[src/rtl/hwag_pkg.sv]
// Shared definitions for the hwag register block and its SSRAM-style arbiter:
// default bus widths, implemented register count and the access FSM states.
package hwag_pkg;

    localparam int HWAG_ADDR_W  = 8;
    localparam int HWAG_DATA_W  = 16;
    localparam int HWAG_REG_NUM = 64;

    typedef enum logic [1:0] {
        ST_IDLE   = 2'd0,
        ST_SETUP  = 2'd1,
        ST_STROBE = 2'd2,
        ST_DONE   = 2'd3
    } hwag_state_t;

endpackage

[src/rtl/hwag_rr_arb2.sv]
// Two-way round-robin arbiter with a last-served pointer and one-hot grant.
// The pointer moves only when the owner of the current access finishes.
module hwag_rr_arb2 (
    input  logic       clk,
    input  logic       rst,
    input  logic [1:0] req,
    input  logic       upd,
    input  logic       upd_idx,
    output logic [1:0] gnt
);

    logic last_q;

    // last-served pointer; resets to m1 so m0 wins the first contention
    always_ff @(posedge clk or negedge rst) begin
        if (!rst) begin
            last_q <= 1'b1;
        end else if (upd) begin
            last_q <= upd_idx;
        end
    end

    // one-hot grant; on contention the master not served last wins
    always_comb begin
        gnt = 2'b00;
        case (req)
            2'b01:   gnt = 2'b01;
            2'b10:   gnt = 2'b10;
            2'b11:   gnt = last_q ? 2'b01 : 2'b10;
            default: gnt = 2'b00;
        endcase
    end

endmodule

[src/rtl/hwag_ssram_arb.sv]
// Two-master arbiter in front of the hwag register file, driving an
// SSRAM-like strobe interface with split tristate data
// (board level: ssram_data = ssram_oe ? ssram_wdata : 'z).
// Optional build macro HWAG_ARB_RANGE_CHECK_EN: accesses to addresses
// >= REG_NUM are rejected with err=1 and never reach hwag.
//
// state     | meaning
// ----------+-------------------------------------------------------
// ST_IDLE   | waiting; samples requests and latches the winner
// ST_SETUP  | address (and write data with oe) presented, no strobe
// ST_STROBE | single-cycle we/re strobe; read data captured at end
// ST_DONE   | ack (and err) to the granted master, oe released
module hwag_ssram_arb
    import hwag_pkg::*;
#(
    parameter int ADDR_W  = HWAG_ADDR_W,
    parameter int DATA_W  = HWAG_DATA_W,
    parameter int REG_NUM = HWAG_REG_NUM
) (
    input  logic              clk,
    input  logic              rst,
    input  logic              m0_req,
    input  logic              m0_we,
    input  logic [ADDR_W-1:0] m0_addr,
    input  logic [DATA_W-1:0] m0_wdata,
    input  logic              m1_req,
    input  logic              m1_we,
    input  logic [ADDR_W-1:0] m1_addr,
    input  logic [DATA_W-1:0] m1_wdata,
    output logic              m0_ack,
    output logic              m0_err,
    output logic              m1_ack,
    output logic              m1_err,
    output logic [DATA_W-1:0] m_rdata,
    output logic              ssram_we,
    output logic              ssram_re,
    output logic [ADDR_W-1:0] ssram_addr,
    output logic [DATA_W-1:0] ssram_wdata,
    output logic              ssram_oe,
    input  logic [DATA_W-1:0] ssram_rdata
);

`ifdef HWAG_ARB_RANGE_CHECK_EN
    localparam bit RANGE_CHECK = 1'b1;
`else
    localparam bit RANGE_CHECK = 1'b0;
`endif

    hwag_state_t       state_q;
    hwag_state_t       state_d;
    logic [1:0]        gnt;
    logic              accept;
    logic              sel_idx;
    logic              sel_we;
    logic [ADDR_W-1:0] sel_addr;
    logic [DATA_W-1:0] sel_wdata;
    logic              sel_range_err;
    logic              idx_q;
    logic              we_q;
    logic              err_q;
    logic [ADDR_W-1:0] addr_q;
    logic [DATA_W-1:0] wdata_q;
    logic [DATA_W-1:0] rdata_q;
    logic              drive_bus;

    hwag_rr_arb2 u_arb (
        .clk     (clk),
        .rst     (rst),
        .req     ({m1_req, m0_req}),
        .upd     (state_q == ST_DONE),
        .upd_idx (idx_q),
        .gnt     (gnt)
    );

    assign sel_idx   = gnt[1];
    assign sel_we    = sel_idx ? m1_we    : m0_we;
    assign sel_addr  = sel_idx ? m1_addr  : m0_addr;
    assign sel_wdata = sel_idx ? m1_wdata : m0_wdata;
    assign accept    = (state_q == ST_IDLE) && (|gnt);

    // constant-folds to 0 when the range check is not built in
    assign sel_range_err = RANGE_CHECK && (32'(sel_addr) >= 32'(REG_NUM));

    // state register; reset aborts any access in flight without an ack
    always_ff @(posedge clk or negedge rst) begin
        if (!rst) begin
            state_q <= ST_IDLE;
        end else begin
            state_q <= state_d;
        end
    end

    // next state: fixed walk through the access phases, rejects skip to DONE
    always_comb begin
        state_d = state_q;
        case (state_q)
            ST_IDLE: begin
                if (|gnt) begin
                    state_d = sel_range_err ? ST_DONE : ST_SETUP;
                end
            end
            ST_SETUP:  state_d = ST_STROBE;
            ST_STROBE: state_d = ST_DONE;
            ST_DONE:   state_d = ST_IDLE;
            default:   state_d = ST_IDLE;
        endcase
    end

    // latch the winner on acceptance; master inputs are ignored afterwards
    always_ff @(posedge clk or negedge rst) begin
        if (!rst) begin
            idx_q   <= 1'b0;
            we_q    <= 1'b0;
            err_q   <= 1'b0;
            addr_q  <= '0;
            wdata_q <= '0;
            rdata_q <= '0;
        end else if (accept) begin
            idx_q   <= sel_idx;
            we_q    <= sel_we;
            err_q   <= sel_range_err;
            addr_q  <= sel_addr;
            wdata_q <= sel_wdata;
            rdata_q <= '0;
        end else if ((state_q == ST_STROBE) && !we_q) begin
            rdata_q <= ssram_rdata;
        end
    end

    // bus outputs decode straight from state so reset clears them at once
    assign drive_bus   = (state_q == ST_SETUP) || (state_q == ST_STROBE);
    assign ssram_addr  = drive_bus ? addr_q : '0;
    assign ssram_wdata = (drive_bus && we_q) ? wdata_q : '0;
    assign ssram_oe    = drive_bus && we_q;
    assign ssram_we    = (state_q == ST_STROBE) && we_q;
    assign ssram_re    = (state_q == ST_STROBE) && !we_q;

    assign m0_ack  = (state_q == ST_DONE) && !idx_q;
    assign m1_ack  = (state_q == ST_DONE) && idx_q;
    assign m0_err  = (state_q == ST_DONE) && !idx_q && err_q;
    assign m1_err  = (state_q == ST_DONE) && idx_q && err_q;
    assign m_rdata = (state_q == ST_DONE) ? rdata_q : '0;

endmodule

[config.mk]
export PLATFORM = sky130hd
export DESIGN_NAME = hwag_ssram_arb
export DESIGN_NICKNAME = d
export VERILOG_FILES = /design/src/rtl/hwag_pkg.sv /design/src/rtl/hwag_rr_arb2.sv /design/src/rtl/hwag_ssram_arb.sv
export SDC_FILE = /design/constraint.sdc
export NUM_CORES = 1
export LEC_CHECK = 0
export CAP_MARGIN = 10
export CORE_MARGIN = 2
export CORE_UTILIZATION = 44
export DETAILED_ROUTE_END_ITERATION = 12
export GPL_ROUTABILITY_DRIVEN = 0
export PLACE_DENSITY = 0.9
export SLEW_MARGIN = 20
export SYNTH_ARGS = -nofsm -noshare
export SYNTH_HDL_FRONTEND = slang
export SYNTH_SLANG_ARGS = --single-unit
[constraint.sdc]
create_clock -name clk -period 2.8 [get_ports clk]
set_clock_uncertainty 0.15 [all_clocks]
set_input_delay 0.42 -clock clk [delete_from_list [all_inputs] [get_ports clk]]
set_output_delay 0.42 -clock clk [all_outputs]
set_load 0.01 [all_outputs]
## Word level (Yosys, flattened, before mapping)

Index checks and enable logic that the tools add are counted.

| word-level totals | value |
|---|---|
| bits in registers | 45 |
| input port bits | 70 |

| operators by class | value |
|---|---|
| equal/unequal tests | 7 |
| mux-type cells | 12 |
| reductions and logical operators | 12 |

Operators by type and width:

| cell | number |
|---|---|
| 16-bit 2-to-1 mux | 5 |
| 8-bit 2-to-1 mux | 2 |
| 2-bit == test, second input constant | 4 |
| 2-bit one-hot mux with 4 select lines | 1 |
| 1-bit logical AND | 6 |
| 2-bit one-hot mux with 3 select lines | 1 |
| 2-bit by 1-bit == test with 1-bit output, second input constant | 2 |
| 2-bit 2-to-1 mux | 2 |
| 1-bit logical NOT | 2 |
| 2-bit logical NOT | 1 |
| 2-bit by 1-bit inequality test with 1-bit output, second input constant | 1 |
| 2-bit nonzero test | 1 |
| 2-bit OR reduction | 1 |
| 1-bit logical OR | 1 |
| 1-bit 2-to-1 mux | 1 |

## Longest topological paths before layout

| depth | value |
|---|---|
| depth after elaboration | 5 |
| depth in mapped cells | 8 |
| depth with buffers taken out | 6 |

## Hierarchy

A second synthesis with hierarchy kept.

| second synthesis, totals | value |
|---|---|
| cell total of the unflattened synthesis | 255 |
| area total of the unflattened synthesis | 2464.9 sq um |

Modules (own cells, without submodules):

| module | times used | cells an instance | area an instance (sq um) |
|---|---|---|---|
| hwag_ssram_arb | 1 | 249 | 2403.6 |
| hwag_rr_arb2 | 1 | 6 | 61.3 |

## Worst setup path after synthesis

OpenSTA, ideal clock, no wires.

| timing | value |
|---|---|
| path kind | reg-to-output |
| start point | register state_q[1] |
| end point | output port ssram_wdata[10] |
| arrival time | 1174 ps |
| data required time | 2230 ps |
| slack | 1056 ps |
| cell stages (with the launch flop) | 5 |
| buffers on the path | 1 |
| cells stage by stage | dfrtp_1 -> inv_1 -> ha_1 -> clkbuf_1 -> and3_1 |

| on the way | value |
|---|---|
| cells in the longest elaborated chain, start to end | 4 |
| elaborated cells between the ends (all ways) | 5 |

RTL lines:

| element | line | RTL |
|---|---|---|
| start, declared | hwag_ssram_arb.sv:49 | `hwag_state_t state_q;` |
| start signal, assigned | hwag_ssram_arb.sv:89 | `state_q <= state_d;` |
| 2-bit by 1-bit == test with 1-bit output or 2-bit == test (tied branches) | hwag_ssram_arb.sv:131 | `assign drive_bus = (state_q == ST_SETUP) \|\| (state_q == ST_STROBE);` |
| 1-bit logical OR * | hwag_ssram_arb.sv:131 |  |
| 1-bit logical AND * | hwag_ssram_arb.sv:133 | `assign ssram_wdata = (drive_bus && we_q) ? wdata_q : '0;` |
| 16-bit 2-to-1 mux * | hwag_ssram_arb.sv:133 |  |
| end, declared | hwag_ssram_arb.sv:38 | `output logic [DATA_W-1:0] ssram_wdata,` |

Every way passes the cells marked *; elsewhere a longest branch is shown, timed or not.

## Worst setup path after layout

| timing | value |
|---|---|
| start point | register state_q[0] |
| end point | output port ssram_re |

| on the way | value |
|---|---|
| cells in the longest elaborated chain, start to end | 2 |

RTL lines:

| element | line | RTL |
|---|---|---|
| 2-bit == test | hwag_ssram_arb.sv:136 | `assign ssram_re = (state_q == ST_STROBE) && !we_q;` |
| 1-bit logical AND | hwag_ssram_arb.sv:136 |  |
| end, declared | hwag_ssram_arb.sv:36 | `output logic ssram_re,` |

No other way between the ends.

==> results.ini <==
[routing]
drtPass1Iterations = 4
drc = 0
routed_wl_um = 6470
vias = 2320
detail_route.wl_per_cell_um = 14.1
drt_iter0_markers = 131
viasPerCell = 5.08
ant_nets = 0

[sta]
relSlewSlack = 0.617
finalSetupViolations = 0
finalMaxSlewViolations = 0
period_share = 0.936
fin_setup_tns_ns = 0
hold_ws_ns = 0.365
min_period_ns = 2.62
timing_hold_violations_final = 0
fmax_mhz = 382
rsz0062_at_grt = no
tightest_slew_ns = 0.575

[power]
p_leak_nw = 1.57
peakVddDrop_uv = 583
total_power_mw = 3.95
powerDensity_nw_per_um2 = 1070

[setup_path]
slowest_stage = clkdlybuf4s50_1
path_class = flop to primary output
crit_required_ns = 2.23
worstPathMaxFanout = 17
crit_chain = inv_1 -> ha_1 -> nand2b_1 -> inv_2 -> clkdlybuf4s50_1
start_kind = flop
max_stage_delay_ns = 0.60
cp-end-kind = primary output
critPathArrivalTime_ns = 2.05

[global_route]
gr-max-usage-layer = met2
grt_pass1_vias = 2228
grt-ovfl-total = 0
antenna_found_initial = 0
use_met3 = 0.0632
grt_start_max_net_pins = 46
grt_usage = 0.220
use_met2 = 0.391
met1_usage = 0.252
grt_pass1_wl_um = 10500

[floorplanning]
io_pins = 117
rows = 27
dieHeight_um = 78.2
initial_core_util = 0.448
die-area_sq_um = 6110
die_w_um = 78.2
fp.coreArea_sq_um = 5410

[placed_design]
dp_hpwl_um = 4530
io_buffers = 114
dpl-instance-area_sq_um = 3560

[layout]
multi_input_area_sq_um = 1150
area_growth_pct = 52.5
fin_area_sq_um = 3690
n_antenna_cell = 0
layout_common_cells = clkdlybuf4s50_1, nand2_1, a21oi_1
fillers = 435
seq_area_sq_um = 1130
final_common_cell = clkdlybuf4s50_1
layout-drive-gt1-share = 0.104
postLayoutCoreUtil = 0.683
num-nets-final = 458

[min_path]
hp-class = flop to flop

[yosys]
avgSynthCellArea_sq_um = 8.74
synth.distinct_cells = 26
yosys.area.top_type_share = 0.455
synth_cells = 277
synth_seq_cells = 45
yosys_warnings = 0
seq_area_frac_synth = 0.466
synth.area.top_cells = dfrtp_1, a21oi_1, nand2_1
synthesis.area_sq_um = 2420
yosysTopAreaCell = dfrtp_1

[clock_tree]
path_clk_slew_ns = 0.09
cts_tree = yes
clock_insertion_delay_worst_skew_ns = 0.30
cts_setup_buffers = 0
clock_sinks = 45
cts_buffers = 5
clk_path_buf_depth = 2
root_buffer = clkbuf_8
htreeDepth = 2

[outcome]
status = complete, no violations

[job]
max_cap_viol_count = 0

[state kept, by name (all words and copies together) (netlist names)]
name          flops
we_q              1
u_arb.last_q      1
wdata_q          16
addr_q            8
state_q           2
rdata_q          16
idx_q             1
[kinds of logic (layout without fill, tap and decap cells)]
kind of cell | count (synthesis) | after routing | share of synthesized area
and+or+nand+nor | 129 | 129 | 0.249
AOI/OAI and AO/OA | 72 | 72 | 0.190
DFF | 45 | 45 | 0.466
buffers and inverters | 24 | 131 | 0.0636
adders and majority gates | 4 | 4 | 0.0207
muxes | 2 | 2 | 0.00931
other | 1 | 2 | 0.00155
[per-layer routing]
layer | share of wire | routed length, um | vias up
met5 | 0 | 0 | -
met4 | 0.015 | 99 | 0
met3 | 0.083 | 537 | 9
met2 | 0.51 | 3270 | 106
met1 | 0.40 | 2560 | 1089
li1 | - | - | 1116
[through the flow]
stage | worst slack [ns] | std cells
after floorplan | 1.06 | 278
final | 0.180 | 457
after global placement | 0.307 | 448
after CTS | 0.0634 | 456
after detailed placement | 0.186 | 448
after global routing | 0.0697 | 457
[where the power goes]
group	internal, mW	switching, mW	total (mW)
Clock	0.265	0.221	0.486
Sequential	0.985	0.188	1.17
Combinational	1.20	1.09	2.29
[Yosys cell counts]
| library cell | n |
|---|---|
| nand2_1 | 57 |
| a21oi_1 | 48 |
| dfrtp_1 | 44 |
| and2_1 | 27 |
| nor2_1 | 25 |
| a21oi_2 | 19 |
| and3_1 | 16 |
| buf_2 | 6 |
| buf_4 | 5 |
| buf_6 | 5 |
| clkbuf_1 | 5 |
| ha_1 | 4 |
| inv_1 | 2 |
| mux2_2 | 2 |
| a21bo_2 | 1 |
| a21boi_4 | 1 |
| a22o_1 | 1 |
| conb_1 | 1 |
| dfstp_2 | 1 |
| inv_2 | 1 |
| nand2b_1 | 1 |
| nor2b_1 | 1 |
| nor3_1 | 1 |
| nor3b_1 | 1 |
| o21a_1 | 1 |
| o21ai_2 | 1 |
[cell type report]
class                   count  share of cell area
repair buffers            120               0.325
flip-flops and latches     45               0.306
clock buffers               6              0.0197
clock inverters             2             0.00949
well taps                  72              0.0244
multi-input cells         209               0.313
inverters                   3             0.00305
[worst paths after layout]
kind | startpoint | to | slack (ns) | cells past startpoint
worst max register to register | state_q[0] | state_q[1] | 1.09 | 4
worst min register to register | addr_q[0] | addr_q[0] | 0.36 | 2
worst min-delay path | addr_q[0] | addr_q[0] | 0.36 | 2
worst max-delay path | state_q[0] | ssram_re | 0.18 | 5
max in group asynchronous | rst | wdata_q[4] | 1.60 | 2
min in group asynchronous | rst | rdata_q[2] | 0.51 | 2
[worst max-delay path, delay by kind of cell, from the launching register on]
| family | cells | cell delay, ns |
|---|---|---|
| adders and majority gates | 1 | 0.23 |
| buffers and inverters | 3 | 1.02 |
| DFF | 1 | 0.40 |
| and+or+nand+nor | 1 | 0.10 |
[what timing repair did]
item	4_1_cts	5_1_grt
resized for setup	1	1
hold buffers	0	1
endpoints found under the setup margin	25	11
hold endpoints to repair	0	10
gates cloned	0	0
Power figures use the tool's default switching activity.
